===== config.mk =====
export PLATFORM = sky130hd
export DESIGN_NAME = wishbone_slave
export DESIGN_NICKNAME = d
export VERILOG_FILES = /design/src/rtl/wishbone_pkg.sv /design/src/rtl/wishbone_slave.sv
export SDC_FILE = /design/constraint.sdc
export NUM_CORES = 1
export LEC_CHECK = 0
export CAP_MARGIN = 20
export CORE_UTILIZATION = 40
export DETAILED_ROUTE_END_ITERATION = 12
export GPL_ROUTABILITY_DRIVEN = 0
export PLACE_DENSITY = 0.76
export SLEW_MARGIN = 20
export SYNTH_ARGS = -nofsm -noshare
export SYNTH_HDL_FRONTEND = slang
export SYNTH_SLANG_ARGS = --single-unit

===== constraint.sdc =====
create_clock -name clk_i -period 2.33 [get_ports clk_i]
set_input_delay 0.3495 -clock clk_i [delete_from_list [all_inputs] [get_ports clk_i]]
set_output_delay 0.3495 -clock clk_i [all_outputs]
set_load 0.02 [all_outputs]

===== src/rtl/wishbone_pkg.sv =====
// Shared types and defaults for the Wishbone-to-local-bus slave bridge.
package wishbone_pkg;

  localparam int WB_TAGSIZE = 2;

  typedef enum logic [2:0] {
    IDLE  = 3'd0,
    WAIT  = 3'd1,
    ACK   = 3'd2,
    ERR   = 3'd3,
    DRAIN = 3'd4
  } wb_state_e;

endpackage


===== src/rtl/wishbone_slave.sv =====
// Wishbone slave that forwards decoded accesses to a simple local request/response port,
// with a response timeout and master-abort draining.
module wishbone_slave
  import wishbone_pkg::*;
#(
  parameter int          TAGSIZE   = WB_TAGSIZE,
  parameter logic [31:0] BASE_ADDR = 32'h0000_0000,
  parameter logic [31:0] ADDR_MASK = 32'hFFFF_0000,
  parameter int          TIMEOUT   = 16
) (
  input  logic               clk_i,
  input  logic               rstn_i,
  input  logic               wb_cyc_i,
  input  logic               wb_stb_i,
  input  logic               wb_we_i,
  input  logic [31:0]        wb_adr_i,
  input  logic [31:0]        wb_dat_i,
  input  logic [3:0]         wb_sel_i,
  input  logic [TAGSIZE-1:0] wb_tgd_i,
  input  logic [TAGSIZE-1:0] wb_tga_i,
  input  logic [TAGSIZE-1:0] wb_tgc_i,
  output logic [31:0]        wb_dat_o,
  output logic [TAGSIZE-1:0] wb_tgd_o,
  output logic               wb_ack_o,
  output logic               wb_err_o,
  output logic               wb_rty_o,
  output logic [31:0]        addr_o,
  output logic [31:0]        data_o,
  output logic [3:0]         we_o,
  output logic               valid_o,
  input  logic [31:0]        data_i,
  input  logic               valid_i
);

  localparam int                CNT_W   = $clog2(TIMEOUT) + 1;
  localparam logic [CNT_W-1:0]  CNT_MAX = CNT_W'(TIMEOUT - 1);

  wb_state_e        state;
  logic [CNT_W-1:0] cnt;
  logic             hit;
  logic             req;
  logic             timed_out;
  logic             unused_tags;

  function automatic logic addr_hit(input logic [31:0] adr);
    return ((adr & ADDR_MASK) == (BASE_ADDR & ADDR_MASK));
  endfunction

  assign hit         = addr_hit(wb_adr_i);
  assign req         = wb_cyc_i && wb_stb_i;
  assign timed_out   = (cnt == CNT_MAX);
  assign wb_tgd_o    = '0;
  assign wb_rty_o    = 1'b0;
  assign unused_tags = ^{wb_tgd_i, wb_tga_i, wb_tgc_i};

  // ack/err are set on entry to ACK/ERR and cleared every other cycle, so each is a one-cycle pulse
  always_ff @(posedge clk_i or negedge rstn_i) begin
    if (!rstn_i) begin
      state    <= IDLE;
      cnt      <= '0;
      addr_o   <= '0;
      data_o   <= '0;
      we_o     <= '0;
      valid_o  <= 1'b0;
      wb_dat_o <= '0;
      wb_ack_o <= 1'b0;
      wb_err_o <= 1'b0;
    end else begin
      wb_ack_o <= 1'b0;
      wb_err_o <= 1'b0;
      case (state)
        IDLE: begin
          if (req) begin
            if (!hit) begin
              state    <= ERR;
              wb_err_o <= 1'b1;
            end else if (wb_we_i && (wb_sel_i == 4'b0000)) begin
              state    <= ACK;
              wb_ack_o <= 1'b1;
            end else begin
              addr_o  <= wb_adr_i;
              data_o  <= wb_dat_i;
              we_o    <= wb_we_i ? wb_sel_i : 4'b0000;
              valid_o <= 1'b1;
              cnt     <= '0;
              state   <= WAIT;
            end
          end
        end

        WAIT: begin
          // Master abort: the local side still owes a response, so keep the request up and drain it
          if (!wb_cyc_i) begin
            if (valid_i || timed_out) begin
              valid_o <= 1'b0;
              state   <= IDLE;
            end else begin
              cnt   <= cnt + 1'b1;
              state <= DRAIN;
            end
          end else if (valid_i) begin
            if (we_o == 4'b0000) begin
              wb_dat_o <= data_i;
            end
            valid_o  <= 1'b0;
            wb_ack_o <= 1'b1;
            state    <= ACK;
          end else if (timed_out) begin
            valid_o  <= 1'b0;
            wb_err_o <= 1'b1;
            state    <= ERR;
          end else begin
            cnt <= cnt + 1'b1;
          end
        end

        DRAIN: begin
          if (valid_i || timed_out) begin
            valid_o <= 1'b0;
            state   <= IDLE;
          end else begin
            cnt <= cnt + 1'b1;
          end
        end

        ACK, ERR: begin
          state <= IDLE;
        end

        default: begin
          valid_o <= 1'b0;
          state   <= IDLE;
        end
      endcase
    end
  end

endmodule


==> impl_metrics.ini <==
[clock_tree]
clk_transition_reported_paths_ns = 0.07
tritoncts.num_buffers = 9
cts.repair_timing.setup_buffer_count = 0
clk_root_buffer_cell = sky130_fd_sc_hd__clkbuf_16
tritoncts = yes
clock-sinks = 111
clk_path_buf_depth = 2
cts.htree.levels = 3
clk-insertion-delay-late_ns = 0.34

[setup_path]
timing.critical_path.from_type = flip-flop
reg2regPathDepth = 8
endpoint_kind = flip-flop
critical_path.reg2reg.startpoint = cnt[0]$_DFFE_PN0P_
crit_chain = ha_1 > and3_1 > ha_1 > o211ai_1 > nand2b_1 > nor2_1 > a21oi_1 > a31oi_1
timing.reg2reg.setup_slack_ns = 0.19
worst_flop_to_flop_path_endpoint = cnt[0]$_DFFE_PN0P_
cp_max_fo = 5
path_common_cell = sky130_fd_sc_hd__ha_1
worst-endpoint-arrival_ns = 2.39
critical-path-slowest-cell = sky130_fd_sc_hd__dfrtp_1
critical-path-max-stage-delay_ns = 0.41
worst-setup-path-type = flip-flop to flip-flop
data_required_time_of_the_critical_path_ns = 2.58

[yosys]
synth_ff_type = sky130_fd_sc_hd__dfrtp_1
synth_largest_type_area_fraction_pct = 60.89
syn_inst = 317
synth-seq-area-share_pct = 60.89
synth.cell_area_sq_um = 4562
synth_top_cells_by_area = sky130_fd_sc_hd__dfrtp_1 (61%), sky130_fd_sc_hd__mux2_2 (12%), sky130_fd_sc_hd__mux2_4 (9.9%)
post_synth_top_area_cell = sky130_fd_sc_hd__dfrtp_1
synth_most_common_cell = sky130_fd_sc_hd__dfrtp_1
synth-edff-count = 0
synth.lib_cells_used.distinct = 43
synth.top_cells.by_count = sky130_fd_sc_hd__dfrtp_1 (111), sky130_fd_sc_hd__mux2_2 (47), sky130_fd_sc_hd__mux2_4 (30)
synthesis.yosys.warnings = 0
synth-seq-cells = 111
asyncSetResetFlopFracSynth_pct = 100.0
postSynthAreaPerCell_sq_um = 14.39

[timing]
finalClockSkew_ns = 0.005765
layout_min_cycle_time_ns = 2.136
grt_setup_unrepaired = false
final_min_period_over_clock_period_pct = 91.68
final-setup-viol-count = 0
finalHoldViolations = 0
setup_total_negative_slack_ns = 0
fmax_ghz = 0.4681
final_max_slew_viol_count = 0

[worst_hold_path]
min_delay_worst_endpoint = addr_o[17]$_DFFE_PN0P_
hold_class = flip-flop to flip-flop
worst_hold_startpoint = addr_o[17]$_DFFE_PN0P_
hold_depth = 1

[cells_and_area]
final_cell_count_no_fill = 678
area.growth.synth_to_final_pct = 57.21
antenna_cell_count = 0
final_core_utilization_pct = 65.30
final_layout_size_suffix_gt1_share_pct = 20.63
design.final.nets = 649

[placement]
place.port_buffers = 208
dpl.hpwl_mm = 8.473
placed_cells = 662

[drt]
route.final.wire_length_mm = 11.43
drtPass1Iterations = 4
detailroute.via_count = 3326
detail_route.drc_violations = 0
drt_iter0_drc = 121
antenna_left = 0
routedWlPerCell_um = 16.85
detail_route.vias_per_cell = 4.906

[floorplan]
initial_utilization_pct = 41.54
top_level_ports = 218
die_h_um = 108.8
core_area_sq_um = 10980
placement_rows = 38
area_of_the_die_sq_um = 11840
dieWidth_um = 108.8

[global_routing]
grt_use_total_pct = 19.31
globalRouteOverflowTotal = 0
grt_pass1_vias = 3469
antenna_violations_before_repair = 0
grt_start_max_net_pins = 63
grt_first_pass_wirelength_mm = 17.33

[run_status]
run_status = complete, no violations

[power]
cellPowerDensity_nw_per_um2 = 767.7
worst_ir_drop_vdd_mv = 0.7077
cellLeakagePower_nw = 3.343
totalPowerFinal_w = 0.005506

[run]
max_cap_viol_count = 0
[registers in the layout (all words and copies together), names as in the netlist]
| name | flops |
|---|---|
| state | 3 |
| cnt | 5 |
| wb_ack_o | 1 |
| we_o | 4 |
| valid_o | 1 |
| wb_err_o | 1 |
| addr_o | 32 |
| data_o | 32 |
| wb_dat_o | 32 |
[what timing repair did]
action,4_1_cts,5_1_grt
endpoints found under the setup margin,0,1
hold buffers,1,0
gates resized for setup,0,1
endpoints found under the hold margin,31,0
[routing by layer]
metal	GRT usage (%)	vias up	part of all wire [%]
li1	-	1547	-
met1	22.08	1647	41
met2	34.54	115	51
met3	5.200	17	6.1
met4	6.853	0	1.7
met5	0	-	0
[final cells by class]
| class | count | area, sq um |
|---|---|---|
| Inverter | 4 | 15.01 |
| Fill cell | 829 | 3811 |
| Timing Repair Buffer | 224 | 2240 |
| Clock inverter | 2 | 38.79 |
| Tap cell | 140 | 175.2 |
| Clock buffer | 13 | 260.3 |
| Multi-Input combinational cell | 184 | 1665 |
| Sequential cell | 111 | 2778 |
[worst max-delay path, delay by kind of cell, from the launching register on]
family,cells,cell delay (ns)
fa+ha+maj,2,0.50
simple gates,3,0.64
compound gates,3,0.49
flops,1,0.41
[power breakdown]
group	internal [W]	switching (W)
combinational	0.000934	0.000659
clock	0.000892	0.000663
sequential	0.00219	0.000166
total	0.00402	0.00149
[placed cells by master (no fill, tap or decap), types with 2 or more instances in the layout]
cell,Yosys,layout
sky130_fd_sc_hd__a21oi_1,9,9
sky130_fd_sc_hd__a311o_1,2,2
sky130_fd_sc_hd__a31oi_1,4,4
sky130_fd_sc_hd__and2_1,16,16
sky130_fd_sc_hd__and3_1,2,2
sky130_fd_sc_hd__buf_12,0,3
sky130_fd_sc_hd__buf_4,3,13
sky130_fd_sc_hd__clkbuf_1,7,2
sky130_fd_sc_hd__clkbuf_16,0,9
sky130_fd_sc_hd__clkbuf_8,0,2
sky130_fd_sc_hd__clkdlybuf4s50_1,0,207
sky130_fd_sc_hd__conb_1,1,3
sky130_fd_sc_hd__dfrtp_1,111,111
sky130_fd_sc_hd__ha_1,3,3
sky130_fd_sc_hd__inv_1,4,4
sky130_fd_sc_hd__mux2_1,3,3
sky130_fd_sc_hd__mux2_2,47,47
sky130_fd_sc_hd__mux2_4,30,30
sky130_fd_sc_hd__nand2_1,13,13
sky130_fd_sc_hd__nand2b_1,4,4
sky130_fd_sc_hd__nand3_1,3,3
sky130_fd_sc_hd__nor2_1,6,5
sky130_fd_sc_hd__nor2_2,1,2
sky130_fd_sc_hd__nor3_1,2,2
sky130_fd_sc_hd__nor4_1,5,5
sky130_fd_sc_hd__o211ai_1,2,2
sky130_fd_sc_hd__o21ai_0,9,9
sky130_fd_sc_hd__or4_1,2,2
[stage by stage]
stage	setup WS [ns]	cell area, sq um	hold WS, ns
floorplan	0.3585	4569	0.05391
global placement	-0.06689	6860	0.3178
detailed placement	-0.08162	6860	0.3247
CTS	0.1458	7169	0.4898
global route	0.04075	7172	0.4965
finish	0.1939	7172	0.4822
[how the worst max path moves through the flow]
stage	slack, ns	cells after the start	to	startpoint
4_1_cts	0.15	8	cnt[0]$_DFFE_PN0P_	cnt[0]$_DFFE_PN0P_
3_5_place_dp	-0.08	5	wb_dat_o[30]$_DFFE_PN0P_	wb_cyc_i
6_report	0.19	8	cnt[0]$_DFFE_PN0P_	cnt[0]$_DFFE_PN0P_
5_1_grt	0.04	8	cnt[0]$_DFFE_PN0P_	cnt[0]$_DFFE_PN0P_
3_3_place_gp	-0.07	5	wb_dat_o[28]$_DFFE_PN0P_	wb_cyc_i
2_1_floorplan	0.36	5	wb_dat_o[0]$_DFFE_PN0P_	we_o[1]$_DFFE_PN0P_
[cell families after synthesis]
kind of cell / after synthesis / share of synthesized area, %
adder cells (fa/ha/maj): 3 / 0.8229
AO/OA/AOI/OAI: 35 / 5.019
flip-flops: 111 / 60.89
AND/OR/NAND/NOR: 63 / 7.927
multiplexers: 80 / 22.22
other: 1 / 0.08220
buffers and inverters: 24 / 3.044
No activity file was read; power rests on OpenSTA's default activity.
